===== src/rtl/led_shift_ctrl.sv =====
// LED pattern stepper driven by edges of a sampled divided clock.
// Optional LED_BAR_EN turns mode 00 from hold into a bar-fill pattern.
module led_shift_ctrl #(
  parameter int LED_W = 16,
  parameter int CNT_W = 8
) (
  input  logic             clk,
  input  logic             rst_n,
  input  logic             clk_div,
  input  logic             en,
  input  logic [1:0]       mode,
  output logic [LED_W-1:0] led,
  output logic             step_tick,
  output logic [CNT_W-1:0] step_cnt
);

  typedef enum logic {
    LEFT  = 1'b0,
    RIGHT = 1'b1
  } dir_t;

  localparam logic [LED_W-1:0] ONE = LED_W'(1);

  dir_t             dir_q;
  dir_t             dir_d;
  logic             div_q;
  logic             tick;
  logic             hold_mode;
  logic             adv;
  logic             one_hot;
  logic [LED_W-1:0] nxt;

  assign tick = clk_div & ~div_q;

`ifdef LED_BAR_EN
  assign hold_mode = 1'b0;
`else
  assign hold_mode = (mode == 2'b00);
`endif

  assign adv     = tick & en & ~hold_mode;
  assign one_hot = (led != '0) &&
                   ((led & (led - ONE)) == '0);

  always_ff @(posedge clk or negedge rst_n) begin
    if (!rst_n) begin
      dir_q <= LEFT;
    end else begin
      dir_q <= dir_d;
    end
  end

  // next pattern and direction, only acted on during an advance
  always_comb begin
    nxt   = led;
    dir_d = dir_q;
    if (adv) begin
      unique case (1'b1)
        (mode == 2'b01): begin
          if (led == '0) nxt = ONE;
          else nxt = {led[LED_W-2:0], led[LED_W-1]};
        end
        (mode == 2'b10): begin
          if (led == '0) nxt = ONE;
          else nxt = {led[0], led[LED_W-1:1]};
        end
        (mode == 2'b11): begin
          if (!one_hot) begin
            nxt   = ONE;
            dir_d = LEFT;
          end else begin
            unique case (dir_q)
              LEFT: begin
                if (led[LED_W-1]) begin
                  nxt   = led >> 1;
                  dir_d = RIGHT;
                end else begin
                  nxt = led << 1;
                end
              end
              RIGHT: begin
                if (led[0]) begin
                  nxt   = led << 1;
                  dir_d = LEFT;
                end else begin
                  nxt = led >> 1;
                end
              end
            endcase
          end
        end
        (mode == 2'b00): begin
`ifdef LED_BAR_EN
          if (&led) nxt = '0;
          else nxt = (led << 1) | ONE;
`else
          nxt = led;
`endif
        end
      endcase
    end
  end

  // div_q resets high so clk_div already high at release is not a tick
  always_ff @(posedge clk or negedge rst_n) begin
    if (!rst_n) begin
      div_q     <= 1'b1;
      led       <= ONE;
      step_tick <= 1'b0;
      step_cnt  <= '0;
    end else begin
      div_q     <= clk_div;
      step_tick <= adv;
      if (adv) begin
        led      <= nxt;
        step_cnt <= step_cnt + CNT_W'(1);
      end
    end
  end

endmodule


===== config.mk =====
export PLATFORM = sky130hd
export DESIGN_NAME = led_shift_ctrl
export DESIGN_NICKNAME = d
export VERILOG_FILES = /design/src/rtl/led_shift_ctrl.sv
export SDC_FILE = /design/constraint.sdc
export NUM_CORES = 1
export LEC_CHECK = 0
export ABC_AREA = 1
export CAP_MARGIN = 25
export CORE_ASPECT_RATIO = 1.5
export CORE_MARGIN = 3
export CORE_UTILIZATION = 55
export CTS_BUF_LIST = sky130_fd_sc_hd__clkbuf_8 sky130_fd_sc_hd__clkbuf_16
export DETAILED_ROUTE_END_ITERATION = 6
export PLACE_DENSITY = 0.81
export SLEW_MARGIN = 20
export SYNTH_ARGS = -nofsm -noshare
export SYNTH_HDL_FRONTEND = slang
export SYNTH_SLANG_ARGS = --single-unit

===== constraint.sdc =====
create_clock -name clk -period 1.6 [get_ports clk]
set_input_delay 0.16 -clock clk [delete_from_list [all_inputs] [get_ports clk]]
set_output_delay 0.16 -clock clk [all_outputs]
set_load 0.02 [all_outputs]

* Yosys cells after proc, flatten, opt, wreduce, memory -nomap -nowiden *
Cells that the tools add are included.

operators by class
  reductions and logical operators = 7
  bitwise logic cells = 7
  muxes and demuxes = 11
  add/subtract/negate cells = 2
  equal/unequal tests = 3

operators with widths
  operator                                                               count
  16-bit two-way mux                                                     5
  16-bit case mux with 3 select lines                                    1
  16-bit zero test                                                       2
  16-bit case mux with 2 select lines                                    1
  16-bit bitwise AND                                                     1
  16-bit nonzero test                                                    1
  16-bit by 1-bit subtractor with 16-bit output, second input constant   1
  8-bit by 1-bit adder with 8-bit output, second input constant          1
  2-bit equality test, second input constant                             2
  2-bit AND reduction                                                    2
  1-bit bitwise AND                                                      3
  1-bit two-way mux                                                      3
  1-bit inverter                                                         3
  2-bit by 1-bit equality test with 1-bit output, second input constant  1
  2-bit zero test                                                        1
  1-bit case mux with 2 select lines                                     1
  1-bit logical AND                                                      1

word-level totals
  input port bits = 6
  flip-flop bits (word level) = 27
  output and inout port bits = 25
  logic and storage cells = 35

* Logic depth before layout (Yosys ltp) *
  depth in word-level cells = 6
  depth in mapped cells = 11
  depth with buffers taken out = 10

* Least setup slack after synthesis *
Ideal clock, no wire load.

  path kind = register to register
  start point = reg led[6]
  end point = reg led[15]
  data arrival time = 1555 ps
  data required time = 1523 ps
  cell stages (with the launch flop) = 12
  buffers on the path = 2
  path slack = -32 ps
  period minus slack after synthesis = 1632 ps
  setup time = 77 ps
  cell sequence = dfrtp_1 buf_4 nor2_2 nand2_2 nor2_4 nand2_1 nand2_1 inv_2 nor2_4 buf_6 nand4_1 a21oi_1

between the ends
  word-level cells in the longest chain between the ends = 6
  elaborated cells on any way between the ends = 10
  classes of those cells = add/sub (1); mux (4); bitwise (1); reduce/logical (4)

ends and longest elaborated chain
  element                                        line  source
  start: declaration                             12    output logic [LED_W-1:0] led,
  start signal: assignment                       115   led <= nxt;
  16-bit by 1-bit subtractor with 16-bit output  43    ((led & (led - ONE)) == '0);
  16-bit bitwise AND                             43
  16-bit zero test                               43
  1-bit logical AND                              42    assign one_hot = (led != '0) &&
  16-bit two-way mux                             68    if (!one_hot) begin
  16-bit case mux with 3 select lines *          58    unique case (1'b1)

Mark *: on every way between the ends. The rest lies on a longest branch, timed or not.
A chain may end at the register's enable or synchronous reset.

* Worst setup path in the final report *
  start point = reg led[3]
  end point = reg led[12]

The elaborated chain is that of the path after synthesis.

==> qor.csv <==
stage,metric,value,unit
run_status,status,"finished, violations left",
run_status,violations,negative setup slack,
die,io_pins,31,
global_route,grt_pass1_wl,10450,microns
setup_path,path_max_fanout,12,
synthesis,seq_area_frac_synth,31.75,%
clock_tree,ctsHoldBuffers,0,
timing,rsz0062_at_grt,yes,
timing,finalSetupTns,-914.1,ps
global_route,met1_usage,33.46,%
drt,drt-wirelength-per-cell,16.75,microns
synthesis,synth_cell_types,37,
timing,maxSlewViolCount,0,
synthesis,syn_avg_cell_area,7.365,sq um
global_route,grt_overflow,0,
worst_hold_path,hold_class,input pin to asynchronous set/reset pin,
synthesis,synth_ff_type,dfrtp_1,
pwr,switchingPower,1.566,mW
die,start_util,57.47,%
finish,final_nets,358,
die,rows,27,
setup_path,crit_start,led[3],
setup_path,cp_num_buf_inv,2,
synthesis,synthCells,290,
pwr,p_sw_share,45.76,%
timing,timing.final.ws_setup,-104.4,ps
clock_tree,cts_made_buffers,3,
pwr,clkPwrFrac,11.3,%
setup_path,crit_top_cell,nor2_4,
setup_path,cp-start-kind,flip-flop,
timing,slew_headroom,75.34,%
timing,max_slew.worst_pin.slew,369.8,ps
global_route,grt_pass1_vias,2322,
setup_path,crit_path_max_incr_delay,450,ps
drt,drtIter0Drc,147,
pwr,peakVddDrop,950.5,uV
setup_path,critPathTopFamily,simple AND/OR/NAND/NOR gates,
drt,viasPerCell,6.109,
synthesis,synthesis.area,2136,sq um
timing,post-route-period-util,106.5,%
die,die_w,56.88,microns
synthesis,synth_enable_flop_cells,0,
clock_tree,cts_tree,done,
pwr,pwr-share-comb,55.8,%
global_route,track_usage,28.48,%
synthesis,synthArstFlopShare,100.0,%
setup_path,r2r_slack,-100,ps
pwr,internal-power,1.856,mW
global_route,grt_max_degree,28,
setup_path,worst_setup_path_end_kind,flip-flop,
setup_path,reg2reg_depth,10,
clock_tree,cts-root-buf,clkbuf_8,
timing,min_period,1704,ps
finish,drive_gt1_share,32.00,%
global_route,use_met2,49.66,%
synthesis,ys_warn_count,0,
drt,wl,6581,microns
synthesis,syn_nets,297,
setup_path,cp.arrival,1910,ps
global_route,antenna_found_initial,0,
timing,setup_violations,16,
clock_tree,cts.sinks,27,
timing,final_hold_viol_count,0,
place,place.gp.congestion,0.9614,
setup_path,cp.depth,10,
pwr,p_per_area,1185,nW/um^2
setup_path,rr_startpoint,led[3],
synthesis,ys_ff_latch,27,
drt,dr.pass1.iters,4,
timing,fmax,586.7,MHz
timing,finClkSkew,3.013,ps
die,core,3716,sq um
die,dieHeight,82.32,microns
clock_tree,clk_pin_slew_worst_paths,90,ps
setup_path,slowest_stage,dfrtp_2,
clock_tree,clock_latency,270,ps
finish,area_growth,35.21,%
place,postPlaceCellArea,2693,sq um
setup_path,crit_chain,"nor2_4, nand2_4, nor2_4, nand2_2, nand2_2, inv_2, nor2_4, buf_12, nand4_1, a21oi_2",
place,io_buffers,30,
place,place_hpwl,4654,microns
pwr,power.share.sequential,32.9,%
setup_path,rr_endpoint,led[12],
clock_tree,cts_max_level,1,
setup_path,cp.required,1800,ps
drt,drc_errors,0,
drt,ant_nets,0,
die,fp.dieArea,4682,sq um
global_route,grt-busiest-layer,met2,
pwr,p_leak,1.279,nW
setup_path,critical_path_class,flip-flop to flip-flop,
run,maxCapViolCount,0,
clock_tree,max-clock-path-buffers,2,
drt,num_vias,2401,
finish,antenna_cells,0,
finish,final_area,2888,sq um
global_route,gr-usage-met3,3.266,%
==> synth_stat cells, types with 5 or more instances <==
cell,number,share of area (%)
nand2_1,47,8.3
nor2_1,47,8.3
dfrtp_1,25,29
a21oi_1,24,5.6
inv_1,20,3.5
nand4_1,18,5.3
a221oi_1,15,6.2
o21ai_0,14,3.3
nand2_2,11,3.2
nor2_2,11,3.2
buf_6,6,3.2
xor2_1,6,2.5
buf_2,5,1.2
nor2_4,5,2.6
==> sequential cells by signal (all words and copies together), names as in the netlist <==
name and cells:
led 16, div_q 1, step_cnt 8, step_tick 1, dir_q 1
==> cell type report <==
type | count | area [sq um]
timing repair buffer | 75 | 701.9
sequential | 27 | 689.4
fill | 271 | 828.3
multi-input combinational | 221 | 1310
clock inverter | 1 | 3.754
clock buffer | 3 | 41.29
inverter | 23 | 87.58
tap | 43 | 53.80
==> power by group through the flow <==
stage	Combinational (mW)	Clock (mW)	Sequential, mW
3_3_place_gp	1.74	0	1.09
4_1_cts	1.83	0.388	1.10
3_5_place_dp	1.77	0	1.10
6_report	1.91	0.388	1.12
2_1_floorplan	0.866	0	1.25
5_1_grt	2.05	0.426	1.14
==> how the worst max path moves through the flow <==
stage | end
after global placement | led[11]
final | led[12]
after CTS | led[9]
after global routing | led[12]
after detailed placement | step_cnt[7]
after floorplan | led[6]
==> layer usage <==
layer  share of wire, %  vias to the layer above  wire [microns]
met4                6.3                        0             413
met3                7.2                       52             476
met5                  0                        -               0
li1                   -                     1096               -
met1                 35                     1109            2334
met2                 51                      144            3357
==> logic make-up (layout without fill, tap and decap cells) <==
| group | Yosys count | after routing | share of synthesized area, % |
|---|---|---|---|
| buffers and inverters | 42 | 102 | 11.60 |
| adders and majority gates | 1 | 1 | 0.5857 |
| DFF | 27 | 27 | 31.75 |
| AOI/OAI and AO/OA | 60 | 60 | 17.28 |
| xor gates and xnor gates | 7 | 7 | 2.871 |
| and+or+nand+nor | 153 | 153 | 35.91 |
==> through the flow <==
step / hold WS [ps] / power (mW) / worst slack, ps / std cells / util, %
final: 252.7 / 3.423 / -104.4 / 393 / 77.71
after global routing: 273.9 / 3.624 / -195.8 / 393 / 77.71
after CTS: 265.5 / 3.320 / -14.78 / 391 / 75.56
after detailed placement: 462.4 / 2.872 / -96.98 / 383 / 72.46
after global placement: 461.2 / 2.831 / -67.74 / 383 / 72.46
after floorplan: -135.6 / 2.113 / 1.275 / 290 / -
==> worst reg2reg max path: stages, from the launching register on <==
cell and delay [ps]:
dfrtp_2 450, nor2_4 180, nand2_4 130, nor2_4 150, nand2_2 60, nand2_2 90
inv_2 50, nor2_4 110, buf_12 140, nand4_1 130, a21oi_2 150
==> timing repair <==
item / CTS / global route
endpoints found under the hold margin: 0 / 0
pin swaps: 0 / 8
setup endpoints to repair: 24 / 21
buffers inserted: 4 / 2
resized for setup: 22 / 21
==> cells in the final DEF (no fill, tap or decap), types with 2 or more instances in the layout <==
master / count
clkbuf_8: 3
nand2_2: 15
nand2_4: 2
buf_4: 39
nor3_1: 3
dlygate4sd2_1: 8
o21ai_0: 14
nor2_4: 13
a221oi_1: 15
dfrtp_1: 16
dfstp_2: 2
nor2_1: 41
clkdlybuf4s50_1: 19
dfrtp_2: 9
dlymetal6s2s_1: 3
xor2_1: 6
nand2_1: 42
inv_1: 21
buf_12: 5
inv_2: 2
nand3_2: 3
nor2_2: 9
nand4_1: 18
o21ai_2: 3
a21oi_1: 20
a21oi_2: 4
nand3_1: 3
(Power assumes the default switching activity.)
